[config.mk]
export PLATFORM = sky130hd
export DESIGN_NAME = comparator_arbiter
export DESIGN_NICKNAME = d
export VERILOG_FILES = /design/src/rtl/alu_pkg.sv /design/src/rtl/comparator_arbiter_comparator.sv /design/src/rtl/comparator_arbiter.sv
export SDC_FILE = /design/constraint.sdc
export NUM_CORES = 1
export LEC_CHECK = 0
export BUFFER_PORTS_ARGS = -buffer_cell sky130_fd_sc_hd__buf_2
export CAP_MARGIN = 20
export CORE_ASPECT_RATIO = 0.9
export CORE_UTILIZATION = 45
export CTS_BUF_LIST = sky130_fd_sc_hd__clkbuf_4 sky130_fd_sc_hd__clkbuf_8
export CTS_CLUSTER_SIZE = 24
export DETAILED_ROUTE_END_ITERATION = 8
export HOLD_SLACK_MARGIN = 0.08
export MAX_ROUTING_LAYER = met4
export PLACE_DENSITY = 0.85
export SETUP_SLACK_MARGIN = 0.2
export SLEW_MARGIN = 40
export SYNTH_ARGS = -nofsm -noshare
export SYNTH_HDL_FRONTEND = slang
export SYNTH_HIERARCHICAL = 1
export SYNTH_SLANG_ARGS = --single-unit
export TNS_END_PERCENT = 10
[constraint.sdc]
create_clock -name clk -period 5.8 [get_ports clk]
set_input_delay 0.87 -clock clk [delete_from_list [all_inputs] [get_ports clk]]
set_output_delay 0.87 -clock clk [all_outputs]
set_load 0.03 [all_outputs]
[src/rtl/alu_pkg.sv]
// -----------------------------------------------------------------------------
// alu_pkg
// Shared types and helpers for the comparator arbiter.
//   cond_t      : 3-bit condition code evaluated on a compare result
//   rsp_state_t : occupancy of the one-entry response register
//   eval_cond() : folds (lessThan, equal) into a single condition bit
// -----------------------------------------------------------------------------
package alu_pkg;

   typedef enum logic [2:0] {
      EQ     = 3'd0,
      NE     = 3'd1,
      LT     = 3'd2,
      GE     = 3'd3,
      LE     = 3'd4,
      GT     = 3'd5,
      ALWAYS = 3'd6,
      NEVER  = 3'd7
   } cond_t;

   typedef enum logic {
      EMPTY = 1'b0,
      FULL  = 1'b1
   } rsp_state_t;

   // Evaluate a condition code from the two primitive compare flags.
   function automatic logic eval_cond(input cond_t cond, input logic lt, input logic eq);
      logic result;
      result = 1'b0;
      case (cond)
         EQ:      result = eq;
         NE:      result = !eq;
         LT:      result = lt;
         GE:      result = !lt;
         LE:      result = lt | eq;
         GT:      result = !(lt | eq);
         ALWAYS:  result = 1'b1;
         NEVER:   result = 1'b0;
         default: result = 1'b0;
      endcase
      return result;
   endfunction

endpackage

[src/rtl/comparator_arbiter_comparator.sv]
// -----------------------------------------------------------------------------
// Comparator
// Purely combinational magnitude/equality compare of two BITS-wide operands.
// Ports:
//   a, b      in  BITS  operands, compared exactly as given (no extension)
//   unsign    in  1     1 = unsigned compare, 0 = two's-complement compare
//   lessThan  out 1     a < b under the selected signedness
//   equal     out 1     a == b
// -----------------------------------------------------------------------------
module Comparator #(
   parameter int BITS = 32
) (
   input  logic [BITS-1:0] a,
   input  logic [BITS-1:0] b,
   input  logic            unsign,
   output logic            lessThan,
   output logic            equal
);

   always_comb begin
      equal = (a == b);
      if (unsign) begin
         lessThan = (a < b);
      end else begin
         lessThan = ($signed(a) < $signed(b));
      end
   end

endmodule

[src/rtl/comparator_arbiter.sv]
// -----------------------------------------------------------------------------
// comparator_arbiter
// Shares a single Comparator among REQUESTERS clients. A round-robin pick
// selects one valid requester per cycle, its operands are compared
// combinationally and the result is captured in a one-entry response register
// tagged with the requester index.
// Ports:
//   clk, reset    clock (rising edge) and synchronous active-high reset
//   req_valid     per-requester request valid
//   req_ready     per-requester accept, one-hot or zero
//   req_a, req_b  packed operands, requester i at [i*BITS +: BITS]
//   req_unsign    per-requester unsigned-compare select
//   req_cond      packed 3-bit condition codes (cond_t), requester i at [i*3 +: 3]
//   rsp_valid     response register holds a result
//   rsp_ready     consumer takes the response this cycle
//   rsp_id        requester index of the held response
//   rsp_lessThan  registered a < b
//   rsp_equal     registered a == b
//   rsp_cond      registered condition-code evaluation
// -----------------------------------------------------------------------------
module comparator_arbiter
   import alu_pkg::*;
#(
   parameter  int BITS       = 32,
   parameter  int REQUESTERS = 2,
   localparam int ID_BITS    = $clog2(REQUESTERS)
) (
   input  logic                       clk,
   input  logic                       reset,
   input  logic [REQUESTERS-1:0]      req_valid,
   output logic [REQUESTERS-1:0]      req_ready,
   input  logic [REQUESTERS*BITS-1:0] req_a,
   input  logic [REQUESTERS*BITS-1:0] req_b,
   input  logic [REQUESTERS-1:0]      req_unsign,
   input  logic [REQUESTERS*3-1:0]    req_cond,
   output logic                       rsp_valid,
   input  logic                       rsp_ready,
   output logic [ID_BITS-1:0]         rsp_id,
   output logic                       rsp_lessThan,
   output logic                       rsp_equal,
   output logic                       rsp_cond
);

   // Index width for the doubled request vector used by the wrap-around search.
   localparam int                  IDX_BITS = $clog2(2 * REQUESTERS);
   localparam logic [IDX_BITS-1:0] REQ_IDX  = IDX_BITS'(REQUESTERS);
   localparam logic [ID_BITS-1:0]  LAST_ID  = ID_BITS'(REQUESTERS - 1);

   // ------------------------------------------------------------------------
   // Per-requester views of the packed request buses
   // ------------------------------------------------------------------------
   logic [BITS-1:0] a_arr      [REQUESTERS];
   logic [BITS-1:0] b_arr      [REQUESTERS];
   cond_t           cond_arr   [REQUESTERS];

   for (genvar gi = 0; gi < REQUESTERS; gi++) begin : g_unpack
      assign a_arr[gi]    = req_a[gi*BITS +: BITS];
      assign b_arr[gi]    = req_b[gi*BITS +: BITS];
      assign cond_arr[gi] = cond_t'(req_cond[gi*3 +: 3]);
   end

   // ------------------------------------------------------------------------
   // State
   // ------------------------------------------------------------------------
   rsp_state_t         state_reg;
   rsp_state_t         state_next;
   logic [ID_BITS-1:0] rr_ptr_reg;
   logic [ID_BITS-1:0] rr_ptr_next;

   logic               rsp_id_valid_unused;
   logic [ID_BITS-1:0] rsp_id_reg;
   logic               rsp_lt_reg;
   logic               rsp_eq_reg;
   logic               rsp_cond_reg;

   // ------------------------------------------------------------------------
   // Round-robin pick: scan a doubled copy of req_valid starting at rr_ptr so
   // the wrap-around needs no modulo inside the loop body.
   // ------------------------------------------------------------------------
   logic [2*REQUESTERS-1:0] valid_dbl;
   logic                    grant_found;
   logic [ID_BITS-1:0]      grant_id;
   logic [IDX_BITS-1:0]     scan_idx;

   assign valid_dbl = {req_valid, req_valid};

   always_comb begin
      grant_found = 1'b0;
      grant_id    = '0;
      scan_idx    = '0;
      for (int k = 0; k < REQUESTERS; k++) begin
         scan_idx = IDX_BITS'(rr_ptr_reg) + IDX_BITS'(k);
         if (!grant_found && valid_dbl[scan_idx]) begin
            grant_found = 1'b1;
            if (scan_idx >= REQ_IDX) begin
               grant_id = ID_BITS'(scan_idx - REQ_IDX);
            end else begin
               grant_id = ID_BITS'(scan_idx);
            end
         end
      end
   end

   // Pointer moves to the requester after the one just granted.
   assign rr_ptr_next = (grant_id == LAST_ID) ? '0 : grant_id + 1'b1;

   // ------------------------------------------------------------------------
   // Shared comparator fed by the granted requester's operands
   // ------------------------------------------------------------------------
   logic cmp_lt;
   logic cmp_eq;
   logic cmp_cond;

   Comparator #(
      .BITS(BITS)
   ) u_comparator (
      .a        (a_arr[grant_id]),
      .b        (b_arr[grant_id]),
      .unsign   (req_unsign[grant_id]),
      .lessThan (cmp_lt),
      .equal    (cmp_eq)
   );

   assign cmp_cond = eval_cond(cond_arr[grant_id], cmp_lt, cmp_eq);

   // ------------------------------------------------------------------------
   // Control: the response slot can take a new result when empty, or when the
   // held result is being drained this same cycle (keeps 1 result/cycle).
   // ------------------------------------------------------------------------
   logic can_accept;
   logic transfer;

   assign can_accept = (state_reg == EMPTY) || rsp_ready;

   // FSM process 1: state register
   always_ff @(posedge clk) begin
      if (reset) begin
         state_reg <= EMPTY;
      end else begin
         state_reg <= state_next;
      end
   end

   // FSM process 2: next-state logic
   always_comb begin
      state_next = state_reg;
      case (state_reg)
         EMPTY: begin
            if (transfer) begin
               state_next = FULL;
            end
         end
         FULL: begin
            if (transfer) begin
               state_next = FULL;
            end else if (rsp_ready) begin
               state_next = EMPTY;
            end
         end
         default: state_next = EMPTY;
      endcase
   end

   // FSM process 3: outputs. Grants are suppressed while reset is asserted so
   // nothing is accepted in a cycle whose result would be discarded.
   always_comb begin
      transfer  = 1'b0;
      req_ready = '0;
      if (!reset && can_accept && grant_found) begin
         transfer            = 1'b1;
         req_ready[grant_id] = 1'b1;
      end
   end

   // ------------------------------------------------------------------------
   // Response register and arbitration pointer. Data registers only load on a
   // transfer; after a drain they keep stale values behind rsp_valid=0.
   // ------------------------------------------------------------------------
   always_ff @(posedge clk) begin
      if (reset) begin
         rsp_id_reg   <= '0;
         rsp_lt_reg   <= 1'b0;
         rsp_eq_reg   <= 1'b0;
         rsp_cond_reg <= 1'b0;
         rr_ptr_reg   <= '0;
      end else if (transfer) begin
         rsp_id_reg   <= grant_id;
         rsp_lt_reg   <= cmp_lt;
         rsp_eq_reg   <= cmp_eq;
         rsp_cond_reg <= cmp_cond;
         rr_ptr_reg   <= rr_ptr_next;
      end
   end

   assign rsp_id_valid_unused = 1'b0;
   assign rsp_valid    = (state_reg == FULL) | rsp_id_valid_unused;
   assign rsp_id       = rsp_id_reg;
   assign rsp_lessThan = rsp_lt_reg;
   assign rsp_equal    = rsp_eq_reg;
   assign rsp_cond     = rsp_cond_reg;

endmodule

After elaboration in Yosys (flattened, before gate mapping)
Cells that the tools add are included.
{"block": "op_classes", "addsub": 4, "mul": 0, "div_mod_pow": 0, "magnitude_cmp": 9, "n_eq_ne": 8, "n_shift": 0, "n_mux": 32, "bitwise_logic": 3, "n_reduce_logical": 11}
{"operator": "$mux 32", "count": 6}
{"operator": "$lt 32x32->1", "count": 2}
{"operator": "$eq 32x32->1", "count": 1}
{"operator": "$mux 1", "count": 18}
{"operator": "$eq 3x3->1 const B", "count": 4}
{"operator": "$mux 3", "count": 3}
{"operator": "$pmux 1 s8", "count": 1}
{"operator": "$eq 3x2->1 const B", "count": 2}
{"operator": "$logic_not 1->1", "count": 5}
{"operator": "$ge 2x2->1 const B", "count": 2}
{"operator": "$logic_and 1x1->1", "count": 4}
{"operator": "$eq 3x1->1 const B", "count": 1}
{"operator": "$logic_not 3->1", "count": 1}
{"operator": "$lt 1x3->1 const B", "count": 1}
{"operator": "$lt 2x3->1 const B", "count": 1}
{"operator": "$add 1x1->2 const B", "count": 1}
{"operator": "$bmux 1 s2", "count": 1}
{"operator": "$ge 1x2->1 const B", "count": 1}
{"operator": "$lt 1x2->1 const B", "count": 1}
{"operator": "$mux 2", "count": 1}
{"operator": "$not 1->2", "count": 1}
{"operator": "$pmux 1 s2", "count": 1}
{"operator": "$sub 1x1->1 const B", "count": 2}
{"operator": "$add 1x1->1 const B", "count": 1}
{"operator": "other kinds (5)", "count": 5}
{"block": "totals", "register_bits": 6, "latch_bits": 0, "mem_bits_rw": 0, "mem_bits_ro": 0, "input_bits": 141, "output_inout_bits": 7, "elab_cells": 73, "mem_count": 0}

Depth between registers and ports, before layout
{"block": "depth", "ltp_word": 15, "ltp_mapped": 16, "mapped_depth_nobuf": 14}

Cells and area by module
The synthesis kept the hierarchy.
{"module": "comparator_arbiter", "n_inst": 1, "cells_each": 115, "area_each_um2": 1122.3}
{"module": "Comparator", "n_inst": 1, "cells_each": 112, "area_each_um2": 814.5}

Least setup slack after synthesis
Ideal clock, no wire load.
{"block": "synth_timing", "kind": "input-to-reg", "start": "input port req_valid[0]", "end": "register rsp_cond_reg (netlist: rsp_cond)", "t_arrival_ns": 3.636, "slack_ns": 2.035, "stages": 15, "path_buffers": 2, "path_cell_list": "nand2b_4 nand2_1 buf_2 buf_4 mux2_2 ha_1 a21o_1 a221o_1 a221oi_2 o221ai_2 o32ai_1 nand2_1 o21ai_0 o21a_1 o211ai_1"}
{"block": "synth_between", "elab_chain_len": 15}
{"item": "start, declared", "line": "comparator_arbiter.sv:30", "text": "input logic [REQUESTERS-1:0] req_valid,"}
{"item": "$mux 1 (not written as such) (2 in a row)", "line": "comparator_arbiter.sv:93", "text": "if (!grant_found && valid_dbl[scan_idx]) begin"}
{"item": "$mux 1", "line": "comparator_arbiter.sv:93"}
{"item": "$logic_not 1->1", "line": "comparator_arbiter.sv:93"}
{"item": "$logic_and 1x1->1", "line": "comparator_arbiter.sv:93"}
{"item": "$mux 1 *", "line": "comparator_arbiter.sv:93"}
{"item": "$not 1->2 (not written as such)", "line": "comparator_arbiter.sv:117, comparator_arbiter.sv:118"}
{"item": "$mux 32 (on tied branches) (3 in a row)", "line": "comparator_arbiter.sv:117, comparator_arbiter.sv:118"}
{"item": "$lt 32x32->1 (on tied branches)", "line": "comparator_arbiter_comparator.sv:25, comparator_arbiter_comparator.sv:23"}
{"item": "$mux 1 *", "line": "comparator_arbiter_comparator.sv:22", "text": "if (unsign) begin"}
{"item": "via cmp_lt", "line": "comparator_arbiter.sv:110", "text": "logic cmp_lt;"}
{"item": "$or 1x1->1", "line": "alu_pkg.sv:35, alu_pkg.sv:36"}
{"item": "$logic_not 1->1", "line": "alu_pkg.sv:36", "text": "GT: result = !(lt | eq);"}
{"item": "$pmux 1 s8 *", "line": "alu_pkg.sv:30", "text": "case (cond)"}
{"item": "end signal, assigned", "line": "comparator_arbiter.sv:190", "text": "rsp_cond_reg <= cmp_cond;"}
{"item": "end, declared", "line": "comparator_arbiter.sv:74", "text": "logic rsp_cond_reg;"}
Mark *: on every way through the listed nets, which the timed path passes. The rest lies on a longest branch. The select of a mux whose other input is x is not followed.
A chain may end at the register's enable or synchronous reset.

Final worst setup path
Ends and elaborated chain as after synthesis.

==> results.txt <==
The run finished, with violations left. The final reports fail on DRC. In the synthesized netlist the dominant register cell turns out to be sky130_fd_sc_hd__dfxtp_1.

The largest individual stage delay along the critical path comes from the cell sky130_fd_sc_hd__nand2_4. The clock power share came out at 19.2%. STA classifies the critical path startpoint as an input port. The first-pass GRT wire length came out at 7660 um. The number of distinct library cells after synthesis is 41. The required time at the worst-slack endpoint is 5.90 ns.

After routing, the total negative slack on setup checks comes to 0 ns. The worst path arrival time came out at 4.14 ns. The final net count is 546. Dividing the detail-routed via count by the number of cells gives 5.13. Counting along the longest clock path gives a buffer depth of 2. After synthesis, the share of flip-flops with an asynchronous set or reset is 0%. The post-route clock skew is 0.00423 ns.

The fraction of the cycle the final worst path needs is 69.7%. The remaining global-route overflow came out at 0. The worst setup slack after placement is 1.21 ns.

The worst hold path stage count is 2. The layout-stage area growth over the synthesis result came out at 41.9%. The cell seen most often among critical-path stages is sky130_fd_sc_hd__nand2_1. The number of enable flip-flop cells after synthesis is 0. The row count came out at 22. In this run the power spent charging and discharging nets is 122 uW. The cell area that synthesis handed to floorplanning was 1940 um^2. The delay of the slowest critical-path stage came out at 0.39 ns. Buffers inserted during clock tree synthesis total 3.

The buffer type at the clock tree root is sky130_fd_sc_hd__clkbuf_8. The achievable clock frequency came out at 0.247 GHz. Setup repair after global routing left no endpoint under its margin. The count of buffers added on input and output ports is 147.

The overall die width is 71.2 um. After synthesis, the mean cell area works out to 8.53 um^2. After layout, the minimum clock period comes to 4.04 ns.

The area share of the leading cell type in the synthesized netlist came out at 37.8%. For this block, the via count after detailed routing is 2150. STA classifies the critical path endpoint as a register. In this run the number of H-tree levels came out at 1.

The number of antenna violations at the first check in global routing is 0. During I/O placement, the number of pins put on the boundary was 148. The number of global-route vias before repair is 2004. The buffer and inverter count on the worst path came out at 2. The worst hold path endpoint is rsp_lessThan. The die height came out at 64.2 um. The worst-margin pin slew came out at 0.528 ns.

After clock tree synthesis, the repair step resized 0 gates. In this run the worst path has a maximum fanout of 40. The number of setup buffers added after CTS came out at 0. The cell family contributing the most delay on the critical path is compound AO/OA/AOI/OAI gates.

The number of remaining DRC errors came out at 10. Headroom to the max-slew limit came out at 64.7%. For this design the static power due to leakage is 1.55 nW. The starting utilization of the core area is 47.2%.

The final antenna-violating net count is 0. The worst hold path begins at rsp_lessThan. The post-route cell area came out at 2750 um^2. The number of register bits inferred by synthesis is 6. The routed design has 4760 um of wire. The launch instance of the worst register-to-register path is rr_ptr_reg. The number of standard cells after synthesis came out at 227. The TritonCTS clock tree is yes. The final weighted congestion in routability-driven placement came out at 0.787.

The die covers 4570 um^2. The clock latency of the later-clocked register in the worst-skew pair is 0.23 ns. The dominant cell type by area after synthesis is sky130_fd_sc_hd__mux2_2. The synthesized net count came out at 400. Registers are responsible for 14.1% of the overall power. The min-delay analysis places its worst path in the category register to register. The destination of the worst register-to-register timing path is rsp_cond. The number of endpoints failing setup at the final stage came out at 0. The portion of the post-synthesis area used by sequential elements is 6.20%. The number of hold buffers added after cts came out at 0. The total of warnings raised by yosys came out at 6.

After clock tree synthesis, the clock-pin slew on the worst setup and hold paths is 0.04 ns. The core region area is 4100 um^2. The switching power share of the total is 36.5%. Across the run, the number of max-cap violations was 0. The critical path crosses 15 cells after its start point. The estimated wirelength of the detail-placed design is 4160 um. Entering global routing, the biggest net connects 41 pins.

The number of DRC markers after the initial detailed-route iteration came out at 65. Walking the worst path, the cells encountered are buf_2, nand2b_4, nand2_4, buf_4, mux2_2, ha_1, a21oi_1, nand2_1, a221o_1, o31a_1, o32ai_1, nand2_1, o21ai_0, o21a_1, o211ai_1. The maximum vdd drop came out at 0.118 mV. The global router's overall resource usage is 20.9%. Summing all placed instances gives a cell area of 2700 um^2. The register-to-register setup slack came out at 2.15 ns.

The repair_antennas step left the layout with diodes totalling 0. The power density normalized to cell area came out at 121 nW/um^2. The number of hold-slack violations in the final timing report came out at 0. The number of cells on the worst reg-to-reg path is 14. The final max-slew violation count is 0. The detailed-route wire length per cell is 11.4 um. The share of layout cells above drive strength 1 is 59.8%. The internal power contribution came out at 212 uW. Ranked by total cell area, the synthesized netlist is headed by sky130_fd_sc_hd__mux2_2 (38%), sky130_fd_sc_hd__ha_1 (21%), sky130_fd_sc_hd__inv_1 (6.4%). The power share of the combinational group came out at 66.7%. The final setup slack of the worst path came out at 1.76 ns.

The CTS sink count came out at 6. The worst setup path is of the input port to register kind. The number of search-and-repair iterations in the first detailed-routing pass is 6.
-- synthesized netlist by cell type, types with 2 or more instances --
library cell	number
sky130_fd_sc_hd__o21bai_1	2
sky130_fd_sc_hd__buf_4	4
sky130_fd_sc_hd__nor2b_1	2
sky130_fd_sc_hd__mux2_2	65
sky130_fd_sc_hd__a21oi_1	12
sky130_fd_sc_hd__nor2_1	7
sky130_fd_sc_hd__nor3_1	3
sky130_fd_sc_hd__inv_1	33
sky130_fd_sc_hd__a21o_1	2
sky130_fd_sc_hd__dfxtp_1	6
sky130_fd_sc_hd__nand4_1	7
sky130_fd_sc_hd__nand3_1	4
sky130_fd_sc_hd__o211ai_1	2
sky130_fd_sc_hd__ha_1	32
sky130_fd_sc_hd__buf_2	3
sky130_fd_sc_hd__nand2_1	13
sky130_fd_sc_hd__nand3b_1	3
sky130_fd_sc_hd__a221o_1	2
sky130_fd_sc_hd__o21ai_0	3
-- metal layers --
metal	track usage, %	part of all wire (%)	vias up
met4	6.50	1.3	0
li1	-	-	1117
met1	21.6	40	944
met2	41.0	53	81
met5	-	0	-
met3	2.05	5.4	8
-- kinds of logic (layout without fill, tap and decap cells) --
family	Yosys count	count (layout)	share of synthesized area, %
multiplexers	66	66	38.3
AND/OR/NAND/NOR	50	50	14.1
buffers and inverters	41	185	8.91
adder cells (fa/ha/maj)	32	32	20.7
AO/OA/AOI/OAI	32	32	11.8
flip-flops	6	6	6.20
-- how the worst max path moves through the flow --
| stage | from | end | slack, ns |
|---|---|---|---|
| after global routing | req_valid[0] | rsp_cond | 1.46 |
| final | req_valid[0] | rsp_cond | 1.76 |
| after global placement | req_valid[0] | rsp_cond | 1.33 |
| after floorplan | req_valid[0] | rsp_cond | 2.03 |
| after detailed placement | req_valid[0] | rsp_cond | 1.21 |
| after CTS | req_valid[0] | rsp_cond | 1.44 |
-- through the flow --
step | utilization (%) | hold WS, ns | power, mW | cells
after CTS | 66.9 | 0.479 | 0.338 | 419
after global routing | 67.0 | 0.522 | 0.365 | 419
after detailed placement | 65.9 | 0.465 | 0.271 | 416
final | 67.0 | 0.477 | 0.333 | 419
after floorplan | - | 0.470 | 0.197 | 227
after global placement | 65.9 | 0.467 | 0.264 | 416
-- layout make-up --
cell class              instances  area [um^2]
flip-flops and latches          6          120
repair buffers                149          751
well taps                      48         60.1
clock buffers                   3         41.3
fillers                       360         1350
inverters                      33          124
multi-input cells             180         1650
-- power groups by stage --
stage | Combinational (mW) | Clock, mW | Sequential [mW]
floorplan | 0.143 | 0 | 0.0542
global placement | 0.216 | 0 | 0.0479
detailed placement | 0.223 | 0 | 0.0478
CTS | 0.225 | 0.0665 | 0.0472
global route | 0.250 | 0.0675 | 0.0476
finish | 0.222 | 0.0640 | 0.0472
-- cell usage in the layout, fill, tap and decap left out, types with 3 or more instances in the layout --
cell type	synthesis	routed
sky130_fd_sc_hd__ha_1	32	32
sky130_fd_sc_hd__nor3_1	3	3
sky130_fd_sc_hd__inv_1	33	33
sky130_fd_sc_hd__o21ai_0	3	3
sky130_fd_sc_hd__a21oi_1	12	12
sky130_fd_sc_hd__nand3b_1	3	3
sky130_fd_sc_hd__nand3_1	4	4
sky130_fd_sc_hd__clkbuf_8	0	3
sky130_fd_sc_hd__buf_2	3	147
sky130_fd_sc_hd__mux2_2	65	65
sky130_fd_sc_hd__nor2_1	7	7
sky130_fd_sc_hd__nand2_1	13	12
sky130_fd_sc_hd__nand4_1	7	7
sky130_fd_sc_hd__dfxtp_1	6	6
-- worst min-delay path: cells and delay by family (launching register included) --
kind             cells  cell delay, ns
and+or+nand+nor      2            0.12
DFF                  1            0.30
No activity file was read; power rests on OpenSTA's default activity.
